===== config.mk =====
export PLATFORM = sky130hd
export DESIGN_NAME = serial_tx
export DESIGN_NICKNAME = d
export VERILOG_FILES = /design/src/rtl/serial_tx.sv
export SDC_FILE = /design/constraint.sdc
export NUM_CORES = 1
export LEC_CHECK = 0
export CAP_MARGIN = 20
export CORE_UTILIZATION = 30
export DETAILED_ROUTE_END_ITERATION = 10
export HOLD_SLACK_MARGIN = 0.1
export MAX_ROUTING_LAYER = met4
export SYNTH_ARGS = -nofsm -noshare
export SYNTH_HDL_FRONTEND = slang
export SYNTH_SLANG_ARGS = --single-unit
export TNS_END_PERCENT = 50

===== constraint.sdc =====
create_clock -name clk -period 3.1 [get_ports clk]
set_clock_uncertainty 0.1 [all_clocks]
set_input_delay 0.62 -clock clk [delete_from_list [all_inputs] [get_ports clk]]
set_output_delay 0.62 -clock clk [all_outputs]
set_load 0.01 [all_outputs]

===== src/rtl/serial_tx.sv =====
// Byte-wide FIFO feeding an 8N1/8N2 serial transmitter with rts_n flow control.
// txd is registered; a frame is start bit, 8 data bits LSB first, STOP_BITS stop bits.
module serial_tx #(
  parameter int CLKS_PER_BIT = 434,
  parameter int FIFO_DEPTH   = 4,
  parameter int STOP_BITS    = 1
) (
  input  logic                          clk,
  input  logic                          reset,
  input  logic [7:0]                    tx_data,
  input  logic                          tx_valid,
  output logic                          tx_ready,
  input  logic                          rts_n,
  output logic                          txd,
  output logic                          busy,
  output logic [$clog2(FIFO_DEPTH):0]   fifo_level
);

  localparam int DATA_W = 8;
  localparam int AW     = $clog2(FIFO_DEPTH);
  localparam int LW     = AW + 1;
  localparam int CW     = $clog2(CLKS_PER_BIT);

  localparam logic [CW-1:0] CYC_LAST  = CW'(CLKS_PER_BIT - 1);
  localparam logic [2:0]    STOP_LAST = 3'(STOP_BITS - 1);
  localparam logic [LW-1:0] LVL_FULL  = LW'(FIFO_DEPTH);

  typedef enum logic [1:0] {IDLE, START, DATA, STOP} state_t;

  // rts_n synchronizer; resets to "not clear to send"
  logic rts_meta;
  logic rts_sync;

  always_ff @(posedge clk) begin
    if (reset) begin
      rts_meta <= 1'b1;
      rts_sync <= 1'b1;
    end else begin
      rts_meta <= rts_n;
      rts_sync <= rts_meta;
    end
  end

  // transmit FIFO
  logic [DATA_W-1:0] mem [FIFO_DEPTH];
  logic [AW-1:0]     wr_ptr;
  logic [AW-1:0]     rd_ptr;
  logic              push;
  logic              pop;
  logic              fifo_empty;

  assign tx_ready   = (fifo_level != LVL_FULL);
  assign fifo_empty = (fifo_level == '0);
  assign push       = tx_valid && tx_ready && !reset;

  always_ff @(posedge clk) begin
    if (push) mem[wr_ptr] <= tx_data;
  end

  always_ff @(posedge clk) begin
    if (reset) begin
      wr_ptr     <= '0;
      rd_ptr     <= '0;
      fifo_level <= '0;
    end else begin
      if (push) wr_ptr <= wr_ptr + 1'b1;
      if (pop)  rd_ptr <= rd_ptr + 1'b1;
      case ({push, pop})
        2'b10:   fifo_level <= fifo_level + 1'b1;
        2'b01:   fifo_level <= fifo_level - 1'b1;
        default: ;
      endcase
    end
  end

  // frame sequencer
  state_t            state, state_d;
  logic [2:0]        bit_cnt, bit_cnt_d;
  logic [CW-1:0]     cyc_cnt, cyc_cnt_d;
  logic [DATA_W-1:0] shreg, shreg_d;
  logic              txd_d;
  logic              cyc_last;
  logic              can_start;

  assign cyc_last  = (cyc_cnt == CYC_LAST);
  assign can_start = !fifo_empty && !rts_sync;

  always_comb begin
    state_d   = state;
    bit_cnt_d = bit_cnt;
    cyc_cnt_d = cyc_cnt;
    shreg_d   = shreg;
    pop       = 1'b0;
    txd_d     = 1'b1;
    case (state)
      IDLE: begin
        if (can_start) begin
          state_d   = START;
          pop       = 1'b1;
          shreg_d   = mem[rd_ptr];
          cyc_cnt_d = '0;
          bit_cnt_d = '0;
        end
      end
      START: begin
        if (cyc_last) begin
          state_d   = DATA;
          cyc_cnt_d = '0;
        end else begin
          cyc_cnt_d = cyc_cnt + 1'b1;
        end
      end
      DATA: begin
        if (cyc_last) begin
          cyc_cnt_d = '0;
          shreg_d   = shreg >> 1;
          if (bit_cnt == 3'd7) begin
            state_d   = STOP;
            bit_cnt_d = '0;
          end else begin
            bit_cnt_d = bit_cnt + 1'b1;
          end
        end else begin
          cyc_cnt_d = cyc_cnt + 1'b1;
        end
      end
      STOP: begin
        // bit_cnt is reused to count stop bits
        if (cyc_last) begin
          cyc_cnt_d = '0;
          if (bit_cnt == STOP_LAST) begin
            bit_cnt_d = '0;
            if (can_start) begin
              state_d = START;
              pop     = 1'b1;
              shreg_d = mem[rd_ptr];
            end else begin
              state_d = IDLE;
            end
          end else begin
            bit_cnt_d = bit_cnt + 1'b1;
          end
        end else begin
          cyc_cnt_d = cyc_cnt + 1'b1;
        end
      end
      default: state_d = IDLE;
    endcase
    // line level follows the next state so txd can be a plain register
    if (state_d == START)     txd_d = 1'b0;
    else if (state_d == DATA) txd_d = shreg_d[0];
  end

  always_ff @(posedge clk) begin
    if (reset) begin
      state   <= IDLE;
      bit_cnt <= '0;
      cyc_cnt <= '0;
      txd     <= 1'b1;
    end else begin
      state   <= state_d;
      bit_cnt <= bit_cnt_d;
      cyc_cnt <= cyc_cnt_d;
      txd     <= txd_d;
    end
  end

  always_ff @(posedge clk) begin
    shreg <= shreg_d;
  end

  assign busy = (state != IDLE) || !fifo_empty;

endmodule


# == After elaboration in Yosys (flattened, before gate mapping) ==
# Memories as Yosys holds them, arrays and structs flattened. A register that Yosys moved wholly into a read port is not among the register bits.
# Cells that the tools add are included.
# totals
latchBits,0
memories,1
mem_bits_ro,0
ram_bits,32
ff_bits,32
output_inout_bits,6
wordCells,81
inputBits,12
# op_classes
div_mod_pow,0
add_sub_neg,6
mux,33
order_cmp,0
eq_ne,14
mul,0
reduce_logical,16
n_bitwise,0
n_shift,0
# memory_table
name,words,word_bits,rd,rd_ports_with_merged_regs,write_ports,line,rtl
mem,4,8,1,1,1,45,logic [DATA_W-1:0] mem [FIFO_DEPTH];
# ops
op,n
2-to-1 mux 8 bit,4
one-hot mux 8 bit (3 select lines),1
2-to-1 mux 9 bit,2
one-hot mux 9 bit (2 select lines),1
2-to-1 mux 2 bit,8
2-to-1 mux 3 bit,5
"adder 9 x 1 -> 9 bit, second input constant",1
"== test 9 bit, second input constant",1
one-hot mux 3 bit (3 select lines),1
"== test 2 bit, second input constant",4
2-to-1 mux 1 bit,8
"!= test 2 bit, second input constant",4
one-hot mux 2 bit (4 select lines),1
AND reduction 4 bit,2
"adder 3 x 1 -> 3 bit, second input constant",2
"== test 2 x 1 -> 1 bit, second input constant",3
zero test 3 bit,2
one-hot mux 3 bit (2 select lines),1
"adder 2 x 1 -> 2 bit, second input constant",2
nonzero test 2 bit,2
"== test 3 bit, second input constant",1
logical AND 1 bit,3
zero test 1 bit,3
"!= test 3 bit, second input constant",1
other kinds (6),6

# == Logic depth before layout (Yosys ltp) ==
# Gate-level depths: netlist of run 1.
# depth
ltp_word,10
ltp_mapped,12
ltp_nobuf,11

# == Worst setup path before layout of run 1 ==
# Ideal clock, no wire load.
# synth_timing
path_kind,reg2reg
startpoint,reg cyc_cnt[0]
endpoint,reg fifo_level[2]
setup_ps,70
n_path_buf,1
required_ps,2930
path_stages_with_launch,12
synth_period_minus_slack_ps,2615
t_arrival_ps,2445
setup_slack_ps,485
cell_sequence,dfxtp_1 -> ha_1 -> and4b_1 -> buf_6 -> a41oi_4 -> nor4_4 -> ha_1 -> inv_1 -> fa_1 -> xor2_1 -> or3_1 -> a21oi_1
# synth_between
elab_chain_cells,5
word_cells_on_any_way,7
classes_between,eq/ne: 3; mux: 3; reduce/logical: 1
# synth_rtl
item,line,rtl
start: declaration,79,"logic [CW-1:0] cyc_cnt, cyc_cnt_d;"
start signal: assignment,163,cyc_cnt <= cyc_cnt_d;
== test 9 bit *,85,assign cyc_last = (cyc_cnt == CYC_LAST);
2-to-1 mux 1 bit *,129,if (cyc_last) begin
one-hot mux 1 bit (2 select lines) *,95,case (state)
named net pop,49,logic pop;
== test 2 x 1 -> 1 bit or == test 2 bit (tied branches),68,"case ({push, pop})"
one-hot mux 3 bit (2 select lines) or nonzero test 2 bit (tied branches),--,
end signal: assignment,69,2'b10: fifo_level <= fifo_level + 1'b1;
end signal: assignment,70,2'b01: fifo_level <= fifo_level - 1'b1;
end: declaration,16,output logic [$clog2(FIFO_DEPTH):0] fifo_level
# Mark *: on every way through the listed nets, which the timed path passes. The rest lies on a longest branch.
# A chain may end at the register's enable or synchronous reset.

# == Worst setup path in the final report of run 1 ==
# Same ends and word-level chain as after synthesis.

==> impl_metrics.csv, run 1 <==
group,metric,value,unit
cells_and_area,layout-drive-gt1-share,15.9,%
job,drv_cap,0,
yosys,yosys.area.top_type_share,36.8,%
critical_path,critPathCaptureType,"flop",
cells_and_area,syn_to_final_growth,16.0,%
pwr,leakage,0.00126,µW
timing,fmax,0.345,GHz
global_route,grt_pass1_wl,9860,µm
routing,viasPerCell,4.83,
placed_design,hpwl,3970,µm
floorplan,io_pins,18,
timing,fin_setup_tns,0,ps
clock_network,ctsHtreeMaxLevel,3,
yosys,yosys.area_share.simple,15.8,%
critical_path,critPathMaxFanout,6,
yosys,synthCells,257,
yosys,synth_top_family_by_area,"simple AND/OR/NAND/NOR gates",
timing,fin_crit_sh,93.5,%
floorplan,die_area,0.0110,mm²
timing,relSlewSlack,58.0,%
clock_network,cts_tree,"built",
global_route,grt_usage,11.9,%
yosys,yosysSeqAreaShare,53.8,%
routing,dr.first_iter.drc_count,137,
floorplan,rows,37,
yosys,synthAdderAreaFrac,6.53,%
timing,fin_crit,2900,ps
clock_network,path_clk_slew,80,ps
placed_design,place.gp.congestion,0.779,
yosys,synth_fp_nets,285,
routing,wl_per_cell,14.0,µm
routing,drc,0,
pwr,power_density,547,mW/mm²
yosys,synth-seq-cells,66,
critical_path,worst-endpoint-required,3280,ps
yosys,synth_compound_area_share,10.5,%
timing,setup_viol,0,
routing,highest_layer,"met4",
yosys,yosysUniqueCellTypes,54,
yosys,synth.avg_cell_area,12.4,µm²
global_route,first_global_vias,1988,
cells_and_area,layout_commonest_cell,"edfxtp_1",
floorplan,die_h,105,µm
pwr,peakVddDrop,0.000322,V
cells_and_area,final_cell_mix,"edfxtp_1, dfxtp_1, nor2_1",
timing,grt_setup_unrepaired,"no",
yosys,synth_top_area_cell,"edfxtp_1",
yosys,synth_area_leaders,"edfxtp_1, dfxtp_1, ha_1",
routing,route.antenna.remaining_nets,0,
timing,whs,311,ps
floorplan,initial_utilization,30.8,%
yosys,yosysWarnings,0,
clock_network,cts.sinks,66,
global_route,grt-ovfl-total,0,
clock_network,cts_resized,0,
clock_network,root_buffer,"clkbuf_8",
yosys,synth_flop_cell,"edfxtp_1",
yosys,synth.area.mux_share,8.73,%
cells_and_area,antenna_cells,0,
routing,vias,2025,
timing,slew_violations,0,
critical_path,critPathLaunchType,"flop",
global_route,grt_max_degree,27,
worst_hold_path,hp-class,"reg -> reg",
clock_network,postCtsSetupRepairBufs,0,
cells_and_area,nets,306,
routing,wl_met1,2840,µm
clock_network,clock_latency,340,ps
timing,worst_pin_slew,630,ps
clock_network,cts_buffers,9,
critical_path,path_class,"reg -> reg",
yosys,synth_edf_count,39,
clock_network,clockBufferDepth,2,
clock_network,hold_buffers,0,
routing,wl_met2,2790,µm
floorplan,core,0.0103,mm²
yosys,synthesis.area,0.00318,mm²
global_route,antenna_found_initial,0,
critical_path,arrival,3080,ps
routing,drt_wl_total,5850,µm
routing,routed-wl-met3,144,µm
timing,hold_viol,0,
floorplan,die_w,105,µm
placed_design,port_buffers,17,
status,status,"completed",
yosys,async_flop_share,0,%
routing,firstDrtPassIters,4,
yosys,synth-xor-area-share,1.38,%
==> power breakdown <==
part	internal [µW]	leakage (µW)	switching, µW	total [µW]
Sequential	1010	0.000590	41.3	1060
Clock	377	0.0000979	368	746
Combinational	125	0.000575	94.7	220
==> area by class of cell <==
cell class	instances	area, µm²
repair buffers	19	185
clock buffers	9	124
inverters	15	56.3
fillers	995	6630
well taps	136	170
clock inverters	7	76.3
multi-input cells	167	1370
flip-flops and latches	66	1710
==> worst max-delay path, stage by stage, from the launching register on <==
cell     delay [ps]
dfxtp_1         400
ha_1            190
and4b_1         360
a41oi_4         210
nor4_4          310
ha_1            240
inv_1            70
fa_1            380
xor2_1          150
or3_1           300
a21oi_1         130
==> path summary, 6_finish.rpt <==
path	from	end	slack, ps	cells after the start
worst max-delay path	cyc_cnt[0]$_SDFFE_PP0P_	fifo_level[2]$_SDFFE_PP0P_	200	10
worst min-delay path	rts_meta$_SDFF_PP1_	rts_sync$_SDFF_PP1_	310	1
worst max register to register	cyc_cnt[0]$_SDFFE_PP0P_	fifo_level[2]$_SDFFE_PP0P_	200	10
worst min register to register	rts_meta$_SDFF_PP1_	rts_sync$_SDFF_PP1_	310	1
==> synthesized netlist by cell type, drive strengths merged (6+ instances only) <==
master   n
edfxtp  39
dfxtp   27
nor2    26
a21oi   16
ha      15
inv     15
nand2   10
mux4     8
o21ai    8
a22o     6
and2     6
mux2     6
==> state kept, by name, summed over array words and instances, names as in the netlist, named ones only <==
name and count:
state 2, rd_ptr 2, shreg 8, cyc_cnt 9
fifo_level 3, mem 32, wr_ptr 2, rts_sync 1
txd 1, bit_cnt 3, rts_meta 1
==> kinds of logic after synthesis <==
group                      Yosys count
DFF                                 66
buffers and inverters               24
muxes                               17
adders and majority gates           16
AOI/OAI and AO/OA                   47
and+or+nand+nor                     82
xor gates and xnor gates             5
==> routing by layer <==
metal	vias to the layer above	track usage [%]
li1	999	-
met1	997	14.8
met2	23	18.3
met3	6	3.24
met4	0	5.13
met5	-	-
==> per-stage QoR <==
stage	util [%]	setup WS (ps)	power (µW)	cells	instance area, µm²
2_1_floorplan	-	485	1220	257	3180
3_3_place_gp	33.8	329	1290	403	3490
3_5_place_dp	33.8	222	1300	403	3490
4_1_cts	35.8	202	2040	419	3690
5_1_grt	35.8	39.0	2100	419	3690
6_report	35.8	203	2020	419	3690
(Power assumes the default switching activity.)
==> inputs of run 2 (changes only) <==
--- a/config.mk
+++ b/config.mk
@@ -7,6 +7,7 @@
 export LEC_CHECK = 0
 export CAP_MARGIN = 20
 export CORE_UTILIZATION = 30
+export CTS_BUF_LIST = sky130_fd_sc_hd__clkbuf_16
 export DETAILED_ROUTE_END_ITERATION = 10
 export HOLD_SLACK_MARGIN = 0.1
 export MAX_ROUTING_LAYER = met4
==> impl_metrics.csv, run 2 (synthesis gave the netlist of run 1 again) <==
group,metric,value,unit
status,status,"completed",
clock_network,postCtsSetupRepairBufs,0,
critical_path,critPathCaptureType,"flop",
clock_network,clock_latency,330,ps
routing,highest_layer,"met4",
floorplan,die_h,105,µm
timing,fin_setup_tns,0,ps
routing,wl_per_cell,14.3,µm
cells_and_area,layout_commonest_cell,"edfxtp_1",
routing,drc,0,
clock_network,root_buffer,"clkbuf_16",
cells_and_area,register_area,0.00171,mm²
timing,relSlewSlack,57.7,%
global_route,first_global_vias,2031,
pwr,peakVddDrop,0.000347,V
critical_path,cp_cell_sequence,"ha_1 -> and4b_1 -> a41oi_4 -> nor4_4 -> ha_1 -> inv_1 -> fa_1 -> xor2_1 -> or3_1 -> a21oi_1",
floorplan,die_area,0.0110,mm²
routing,wl_met2,2750,µm
clock_network,cts_tree,"built",
floorplan,core,0.0103,mm²
worst_hold_path,hp-class,"reg -> reg",
clock_network,clockBufferDepth,2,
critical_path,cpLargestDelayFamily,"simple AND/OR/NAND/NOR gates",
pwr,leakage,0.00131,µW
routing,drt_wl_total,5970,µm
critical_path,worst-endpoint-required,3260,ps
cells_and_area,antenna_cells,0,
routing,wl_met1,2910,µm
pwr,power_density,609,mW/mm²
critical_path,cp_slowest_cell,"dfxtp_1",
critical_path,critPathLaunchType,"flop",
global_route,grt-ovfl-total,0,
clock_network,path_clk_slew,60,ps
job,drv_cap,0,
routing,dr.first_iter.drc_count,152,
critical_path,slowest_delay,390,ps
placed_design,place.gp.congestion,0.779,
routing,vias,2029,
cells_and_area,reg_top3,"mem: 32 flops, cyc_cnt: 9 flops, shreg: 8 flops",
timing,worst_pin_slew,634,ps
placed_design,port_buffers,17,
floorplan,die_w,105,µm
cells_and_area,layout-drive-gt1-share,15.9,%
routing,viasPerCell,4.84,
floorplan,io_pins,18,
cells_and_area,syn_to_final_growth,19.2,%
critical_path,crit_path_frequent_cell,"ha_1",
routing,firstDrtPassIters,4,
clock_network,cts_buffers,9,
timing,slew_violations,0,
routing,route.antenna.remaining_nets,0,
global_route,antenna_found_initial,0,
critical_path,path_class,"reg -> reg",
cells_and_area,top_register,"mem",
timing,fin_crit,2910,ps
cells_and_area,fin_util,36.7,%
timing,setup_viol,0,
timing,hold_viol,0,
cells_and_area,nets,306,
timing,fmax,0.343,GHz
global_route,grt_max_degree,27,
timing,grt_setup_unrepaired,"no",
clock_network,cts.sinks,66,
cells_and_area,largest_register_ffs,32,
clock_network,ctsHtreeMaxLevel,3,
clock_network,hold_buffers,0,
critical_path,arrival,3080,ps
global_route,grt_pass1_wl,10000,µm
cells_and_area,final_cell_mix,"edfxtp_1, dfxtp_1, nor2_1",
floorplan,initial_utilization,30.8,%
global_route,grt_usage,12.1,%
timing,fin_crit_sh,94.0,%
critical_path,critPathMaxFanout,6,
routing,routed-wl-met3,186,µm
floorplan,rows,37,
cells_and_area,nFillCells,983,
critical_path,critPathBufInv,1,
clock_network,cts_resized,0,
placed_design,hpwl,3970,µm
cells_and_area,multi_input_area,0.00137,mm²
-- run 2: cell counts in the layout (fill, tap and decap cells not counted) --
No cell type changed its count.
-- run 2: final timing paths --
path | start | end | slack [ps] | cells after the start
setup reg to reg | cyc_cnt[0]$_SDFFE_PP0P_ | fifo_level[2]$_SDFFE_PP0P_ | 190 | 10
hold reg to reg | rts_meta$_SDFF_PP1_ | rts_sync$_SDFF_PP1_ | 300 | 1
setup / recovery | cyc_cnt[0]$_SDFFE_PP0P_ | fifo_level[2]$_SDFFE_PP0P_ | 190 | 10
hold / removal | rts_meta$_SDFF_PP1_ | rts_sync$_SDFF_PP1_ | 300 | 1
-- run 2: per-layer routing --
metal | vias up | GRT usage, %
met5 | - | -
met4 | 0 | 5.33
met3 | 11 | 3.24
met2 | 30 | 18.3
met1 | 989 | 15.1
li1 | 999 | -
-- run 2: area by class of cell --
| type | count | area share (%) |
|---|---|---|
| multi-input cells | 167 | 36.1 |
| well taps | 136 | 4.49 |
| flip-flops and latches | 66 | 45.1 |
| inverters | 15 | 1.48 |
| clock buffers | 9 | 5.94 |
| clock inverters | 7 | 2.01 |
| repair buffers | 19 | 4.88 |
-- run 2: metrics by stage --
step                cells  hold WS (ps)  setup slack (ps)  cell area (µm²)  total power, µW
detailed placement    403           297               222             3490             1300
finish                419           304               186             3790             2310
global route          419           319              35.5             3790             2390
floorplan             257           289               485             3180             1220
CTS                   419           310               197             3790             2320
global placement      403           293               329             3490             1290
-- run 2: power by group --
| part | internal, µW | switching (µW) | total (µW) |
|---|---|---|---|
| registers | 1020 | 40.5 | 1060 |
| logic | 125 | 96.6 | 222 |
| clock network | 628 | 403 | 1030 |
==> inputs of run 3 (changes only) <==
--- a/config.mk
+++ b/config.mk
@@ -7,7 +7,7 @@
 export LEC_CHECK = 0
 export CAP_MARGIN = 20
 export CORE_UTILIZATION = 30
-export CTS_BUF_LIST = sky130_fd_sc_hd__clkbuf_16
+export CTS_BUF_LIST = sky130_fd_sc_hd__clkbuf_8
 export DETAILED_ROUTE_END_ITERATION = 10
 export HOLD_SLACK_MARGIN = 0.1
 export MAX_ROUTING_LAYER = met4
==> results of run 3 <==
Same layout as run 1: the final DEF is identical, and so are final timing and power.
